### src/rtl/fir_decim8_if.sv
// Sample-in / result-out signal bundle for fir_decim8.
// The master side is the FIR stage plus the result consumer; the slave side is the averager.
interface fir_decim8_if;
   logic [7:0] Din;
   logic       din_valid;
   logic       clear;
   logic [7:0] Dout;
   logic       dout_valid;
   logic       dout_ready;
   logic       overflow;
   logic [4:0] fifo_level;

   modport master (
      output Din, din_valid, clear, dout_ready,
      input  Dout, dout_valid, overflow, fifo_level
   );

   modport slave (
      input  Din, din_valid, clear, dout_ready,
      output Dout, dout_valid, overflow, fifo_level
   );
endinterface

### src/rtl/fir_decim8.sv
// Decimating averager: sums DECIM valid samples, divides by DECIM, queues results in a show-ahead FIFO.
// Define FIR_DECIM_ROUND_EN for round-half-up results instead of truncation.
module fir_decim8 #(
   parameter int DECIM      = 4,
   parameter int FIFO_DEPTH = 4
) (
   input logic          CLK,
   input logic          reset,
   fir_decim8_if.slave  bus
);
   localparam int LOG2D = $clog2(DECIM);
   localparam int AW    = 8 + LOG2D;
   localparam int PW    = $clog2(FIFO_DEPTH);

   logic [AW-1:0]    acc;
   logic [LOG2D-1:0] cnt;
   logic [AW-1:0]    sum;
   logic [7:0]       result;
   logic [7:0]       mem [FIFO_DEPTH];
   logic [PW-1:0]    rptr;
   logic [PW-1:0]    wptr;
   logic [4:0]       level;
   logic             ovf;
   logic             grp_done;
   logic             full;
   logic             empty;
   logic             pop;
   logic             push;

   assign sum = acc + AW'(bus.Din);

`ifdef FIR_DECIM_ROUND_EN
   // One extra bit so the half-LSB bias cannot wrap a full-scale sum.
   logic [AW:0] sum_rnd;
   assign sum_rnd = {1'b0, sum} + (AW+1)'(DECIM / 2);
   assign result  = 8'(sum_rnd >> LOG2D);
`else
   assign result  = 8'(sum >> LOG2D);
`endif

   assign grp_done = bus.din_valid && (cnt == LOG2D'(DECIM - 1));
   assign full     = (level == 5'(FIFO_DEPTH));
   assign empty    = (level == 5'd0);
   assign pop      = !empty && bus.dout_ready;
   // A simultaneous pop frees the slot, so a full FIFO still accepts the result.
   assign push     = grp_done && (!full || pop);

   always_ff @(posedge CLK or posedge reset) begin
      if (reset) begin
         acc   <= '0;
         cnt   <= '0;
         rptr  <= '0;
         wptr  <= '0;
         level <= '0;
         ovf   <= 1'b0;
      end else if (bus.clear) begin
         acc   <= '0;
         cnt   <= '0;
         rptr  <= '0;
         wptr  <= '0;
         level <= '0;
         ovf   <= 1'b0;
      end else begin
         if (bus.din_valid) begin
            if (grp_done) begin
               acc <= '0;
               cnt <= '0;
            end else begin
               acc <= sum;
               cnt <= cnt + 1'b1;
            end
         end
         if (push) wptr <= wptr + 1'b1;
         if (pop)  rptr <= rptr + 1'b1;
         if (push && !pop)
            level <= level + 5'd1;
         else if (pop && !push)
            level <= level - 5'd1;
         if (grp_done && full && !pop) ovf <= 1'b1;
      end
   end

   always_ff @(posedge CLK) begin
      if (push && !bus.clear && !reset) mem[wptr] <= result;
   end

   assign bus.Dout       = empty ? 8'd0 : mem[rptr];
   assign bus.dout_valid = !empty;
   assign bus.overflow   = ovf;
   assign bus.fifo_level = level;
endmodule

### src/flat_wrapper.sv
// flat-port wrapper written by rule: the top's interface ports become plain ports
module fir_decim8_flat 
#(
   parameter int DECIM      = 4,
   parameter int FIFO_DEPTH = 4
)
  (CLK, reset, bus_Din, bus_din_valid, bus_clear, bus_dout_ready, bus_Dout, bus_dout_valid, bus_overflow, bus_fifo_level);
  fir_decim8_if bus_i ();
  input logic CLK;
  input logic reset;
  input wire logic [$bits(bus_i.Din)-1:0] bus_Din;
  input wire logic [$bits(bus_i.din_valid)-1:0] bus_din_valid;
  input wire logic [$bits(bus_i.clear)-1:0] bus_clear;
  input wire logic [$bits(bus_i.dout_ready)-1:0] bus_dout_ready;
  output wire logic [$bits(bus_i.Dout)-1:0] bus_Dout;
  output wire logic [$bits(bus_i.dout_valid)-1:0] bus_dout_valid;
  output wire logic [$bits(bus_i.overflow)-1:0] bus_overflow;
  output wire logic [$bits(bus_i.fifo_level)-1:0] bus_fifo_level;
  assign bus_i.Din = bus_Din;
  assign bus_i.din_valid = bus_din_valid;
  assign bus_i.clear = bus_clear;
  assign bus_i.dout_ready = bus_dout_ready;
  assign bus_Dout = bus_i.Dout;
  assign bus_dout_valid = bus_i.dout_valid;
  assign bus_overflow = bus_i.overflow;
  assign bus_fifo_level = bus_i.fifo_level;
  fir_decim8 #(.DECIM(DECIM), .FIFO_DEPTH(FIFO_DEPTH)) u_core (.CLK(CLK), .reset(reset), .bus(bus_i));
endmodule
### config.mk
export PLATFORM = sky130hd
export DESIGN_NAME = fir_decim8_flat
export DESIGN_NICKNAME = d
export VERILOG_FILES = /design/src/rtl/fir_decim8_if.sv /design/src/rtl/fir_decim8.sv /design/src/flat_wrapper.sv
export SDC_FILE = /design/constraint.sdc
export NUM_CORES = 1
export LEC_CHECK = 0
export CORE_MARGIN = 8
export CORE_UTILIZATION = 63
export CTS_CLUSTER_DIAMETER = 40
export DETAILED_ROUTE_END_ITERATION = 16
export DONT_BUFFER_PORTS = 1
export PLACE_DENSITY = 0.79
export SKIP_LAST_GASP = 1
export SYNTH_ARGS = -nofsm -noshare
export SYNTH_HDL_FRONTEND = slang
export SYNTH_SLANG_ARGS = --single-unit
### constraint.sdc
create_clock -name CLK -period 3.43 [get_ports CLK]
set_input_delay 0.343 -clock CLK [delete_from_list [all_inputs] [get_ports CLK]]
set_output_delay 0.343 -clock CLK [all_outputs]
set_load 0.03 [all_outputs]
== Word level (Yosys, flattened, before mapping) ==
Memory sizes are Yosys's and may differ from the RTL's.
Cells that the tools add are included.

* $add $sub $neg: 6
* Eq/ne operators: 2
* Multiplexer cells: 18
* Reduce and logical (&&, ||, !) cells: 22

{| class="wikitable"
|+ Operator list
! cell !! count
|-
| $mux 10 || 3
|-
| $mux 5 || 3
|-
| $mux 2 || 7
|-
| $add 10x8->10 || 1
|-
| $logic_and 1x1->1 || 9
|-
| $mux 8 || 1
|-
| $reduce_bool 2->1 || 4
|-
| $add 2x1->2 const B || 3
|-
| $logic_not 1->1 || 6
|-
| $add 5x1->5 const B || 1
|-
| $eq 5x3->1 const B || 1
|-
| $logic_not 5->1 || 1
|-
| $sub 5x1->5 const B || 1
|-
| $mux 1 || 4
|-
| $reduce_bool 3->1 || 1
|-
| $eq 2x2->1 const B || 1
|-
| $logic_or 1x1->1 || 1
|}

* Register bits: 22
* Bits in writable memories: 32
* Input bits: 13
* Output and inout port bits: 15
* Memories: 1

{| class="wikitable"
|+ Memories
! memory !! words !! width !! read ports !! clocked after Yosys merged registers in !! write ports !! RTL line !! RTL
|-
| u_core.mem || 4 || 8 || 1 || 0 || 1 || fir_decim8.sv:19 || <nowiki>logic [7:0] mem [FIFO_DEPTH];</nowiki>
|}

== Logic depth before layout (Yosys ltp) ==
* Word-level depth: 10
* Mapped depth: 9
* Depth with buffers taken out: 9

== Least setup slack after synthesis ==
No wires, ideal clock.

* Kind: reg2reg
* From: register u_core.level[1] (netlist: u_core.bus.fifo_level[1])
* To: register u_core.level[4] (netlist: u_core.bus.fifo_level[4])
* Library setup time: 0.138 ns
* Arrival time: 2.771 ns
* Required time: 3.292 ns
* Slack: 0.521 ns
* Stages on the path, launching flop included: 9
* Path buffers: 0
* Cells stage by stage: dfrtp_1 > o41a_1 > a211oi_4 > inv_1 > fa_1 > a21o_1 > a21oi_1 > nor3_1 > or4_1

* Word-level cells in the longest chain between the ends: 8
* Elaborated cells between the ends (all ways): 17

{| class="wikitable"
|+ RTL lines
! element !! RTL line !! RTL
|-
| start, declared || fir_decim8.sv:22 || <nowiki>logic [4:0] level;</nowiki>
|-
| start signal, assigned || fir_decim8.sv:76 || <nowiki>level <= level + 5'd1;</nowiki>
|-
| start signal, assigned || fir_decim8.sv:78 || <nowiki>level <= level - 5'd1;</nowiki>
|-
| parallel branches: the longest is 8 deep, another holds $sub 5x1->5 || n/a ||
|}

Several ways; the timed one is not identified. The select of a mux whose other input is x is not followed.
A chain may end at the register's enable or synchronous reset.

== Worst setup path in the final report ==
* From: register u_core.cnt[0]
* To: register u_core.level[4] (netlist: u_core.bus.fifo_level[4])

* Word-level cells in the longest chain between the ends: 6
* Elaborated cells between the ends (all ways): 9

{| class="wikitable"
|+ RTL lines
! element !! RTL line !! RTL
|-
| start, declared || fir_decim8.sv:16 || <nowiki>logic [LOG2D-1:0] cnt;</nowiki>
|-
| start signal, assigned || fir_decim8.sv:70 || <nowiki>cnt <= cnt + 1'b1;</nowiki>
|-
| $eq 2x2->1 (*) || fir_decim8.sv:41 || <nowiki>assign grp_done = bus.din_valid && (cnt == LOG2D'(DECIM - 1));</nowiki>
|-
| $logic_and 1x1->1 (*) || fir_decim8.sv:41 ||
|-
| $logic_and 1x1->1 (*) || fir_decim8.sv:46 || <nowiki>assign push = grp_done && (!full || pop);</nowiki>
|-
| $logic_and 1x1->1 or $logic_not 1->1 (tied branches) || fir_decim8.sv:75, fir_decim8.sv:77 ||
|-
| $mux 5 or $logic_and 1x1->1 (tied branches) || fir_decim8.sv:75, fir_decim8.sv:77 ||
|-
| $mux 5 or $reduce_bool 3->1 (tied branches) || n/a ||
|}

Mark *: on every way between the ends. The rest lies on a longest branch, timed or not.

==> run metrics <==
status=completed; remaining global-route overflow=0; max-slew violations=0; peak supply drop=425.7 uV; Root Driver=clkbuf_8; ys async rst share=40.74%; PnR worst setup slack=between 300 and 400 ps; final hold viol count=0; Seq/Total Area, Yosys=50.04%; CP cell instances=ha_1, nand2_1, a211oi_4, inv_1, fa_1, a21o_1, a21oi_1, nor4b_1, or4_1; H-tree levels=2; latest clock arrival within the worst-skew pair=300 ps; core area=roughly 4700 sq um; initial core utilization=64.81%; Yosys cell types=51; drt drc=0; CP Buf/Inv Count=1; final instance area=3178 sq um; r2r setup slk=360 ps; Post-CTS Setup Bufs=0; hold slack final=93.14 ps; placed wire-length estimate=4.063 mm; Num CTS Buffers=5; Hold Path Class=in -> reg; gp weighted congestion=0.8647; Synth Instances=roughly 240; Worst Path Required=~3600 ps; diode count=0; Via density=6.330; crit-path max FO=9; CP endpoint kind=flop; CTS Hold Bufs=0; Worst EP arrival=approximately 3300 ps; placed instance area=3090 sq um; I/O Pins=28; Setup CP Type=reg -> reg; RSZ-0062 raised after global routing=no; slowest stage delay, CP=500 ps; Syn Area/Cell=12.38 sq um; Clock transition at path regs=approximately 100 ps; Die X=85.24 um; Tmin final=slightly above 3000 ps; initial antenna violation count=0; post-route insts no fill=303; leak pwr=1.203 nW; Total Wirelength=5.577 mm; Post-DRT Antenna Nets=0; first-pass GRT wire length=9.252 mm; Max Cap Viol=0; final setup violation count=0; Max-slew headroom=40.23%; Synth Register Bits=54; I/O Buffers=0; deepest clock path buffer count=2; slowest CP cell=or4_1; Synth Flop Type=edfxtp_1; area of the multi-input gates=1440 sq um; Placed Instances=between 200 and 300; Post-synth EDFFs=32; DR pass1 iterations=5; CTS Sinks=54; initial DRC count=between 70 and 80; routed via count=roughly 1900; post-cts sizing count=0; Total Nets Final=between 200 and 300; PwrDens=631.0 nW/um^2; Worst Tran Pin Value=895.6 ps; CTS tree=done; global-route usage over all layers=16.01%; fillers=359; detail-routed net length per standard cell=18.41 um; CP top delay family=simple AND/OR/NAND/NOR gates; # rows=25; dpl ws=376.9 ps; fin crit share=between 80% and 90%; startpoint types=flop; Die ar.=7266 sq um; Synth Warn #=0; vias in the first global route=1856; post-synthesis cell area=3020 sq um; share of layout cells above drive strength 1=~13%; Setup Skew=5.504 ps; register area=between 1500 and 2000 sq um; Synth-to-Final Area Change=5.220%; Max Freq=325.2 MHz; Chip Height=85.24 um; Fin Setup TNS=0 ps; syn_nets=276; pin count of the biggest net entering global routing=35
[path summary, 6_finish.rpt]
check / startpoint / endpoint / cells past startpoint
setup / recovery: u_core.cnt[0] / u_core.bus.fifo_level[4] / 9
hold / removal: bus_clear / u_core.bus.overflow / 1
setup reg to reg: u_core.cnt[0] / u_core.bus.fifo_level[4] / 9
hold reg to reg: u_core.acc[0] / u_core.acc[0] / 2
max in group asynchronous: reset / u_core.acc[5] / 1
min in group asynchronous: reset / u_core.wptr[0] / 1
[routing by layer]
layer  vias up  track usage (%)  part of all wire (%)
li1        926                -                     -
met1       930            20.49                    45
met2        56            25.99                    48
met3         6            4.633                   5.9
met4         0            3.722                  0.88
met5         -                0                     0
[area by class of cell]
class,instances,area share (%)
clock buffers,6,2.283
clock inverters,2,0.4724
inverters,11,1.299
multi-input cells,172,45.31
flip-flops and latches,54,47.56
well taps,54,2.126
repair buffers,4,0.9449
[power by group]
group / total, W / switching [W] / internal, W
clock: 0.000351 / 0.000207 / 0.000144
sequential: 0.000853 / 0.0000920 / 0.000761
combinational: 0.000801 / 0.000492 / 0.000309
total: 0.00201 / 0.000791 / 0.00121
[state kept, by name, indices dropped and copies added, names as in the netlist]
signal                 cells
u_core.acc                10
u_core.bus.fifo_level      5
u_core.bus.overflow        1
u_core.cnt                 2
u_core.mem                32
u_core.rptr                2
u_core.wptr                2
[cell usage in the layout, fill, tap and decap left out, types with 5 or more instances in the layout]
cell type,n
ha_1,17
nand2b_1,10
mux4_2,8
xor2_1,5
clkbuf_8,5
a21oi_1,11
dfrtp_1,22
edfxtp_1,32
inv_1,11
xnor2_1,5
nor2b_1,6
o21ai_0,7
nor2_1,17
and2_1,12
[through the flow]
stage	total power, W	utilization (%)
global placement	0.001650	66.31
global route	0.002124	68.19
CTS	0.002024	68.19
finish	0.002005	68.19
detailed placement	0.001673	66.31
floorplan	0.001521	-
[synth_stat cells, drive strengths merged, types with 2 or more instances]
cell type / count / area share [%]
a211o: 4 / 1.2
inv: 11 / 1.4
ha: 17 / 7.0
xor2: 5 / 1.4
or3b: 2 / 0.58
o311ai: 3 / 0.87
a211oi: 4 / 1.4
mux2: 4 / 1.5
dfrtp: 22 / 18
o221ai: 2 / 0.58
fa: 2 / 1.3
or2: 2 / 0.41
xnor2: 5 / 1.4
a21oi: 11 / 1.8
mux2i: 3 / 0.99
a21o: 4 / 0.99
nand2: 2 / 0.25
nor2: 17 / 2.1
mux4: 8 / 6.0
buf: 2 / 0.29
o211ai: 5 / 1.4
edfxtp: 32 / 32
nor2b: 6 / 1.2
clkbuf: 5 / 0.62
nand2b: 10 / 2.1
and2: 12 / 2.5
nor3: 4 / 0.66
or4: 3 / 0.87
o21a: 4 / 0.99
nor4b: 4 / 1.2
nor3b: 5 / 1.4
o21ai: 7 / 1.2
nand3: 4 / 0.66
[worst reg2reg max path, delay by kind of cell (launching register included)]
kind            cells  cell delay (ps)
compound gates      3              810
flops               1              380
buf+inv             1              180
simple gates        3              810
fa+ha+maj           2              760
[cells by family after synthesis]
| family | after synthesis | share of synthesized area [%] |
|---|---|---|
| simple gates | 78 | 15.82 |
| mux | 15 | 8.451 |
| xor+xnor | 10 | 2.900 |
| buf+inv | 18 | 2.278 |
| compound gates | 50 | 12.14 |
| flops | 54 | 50.04 |
| fa+ha+maj | 19 | 8.368 |
(Power assumes the default switching activity.)
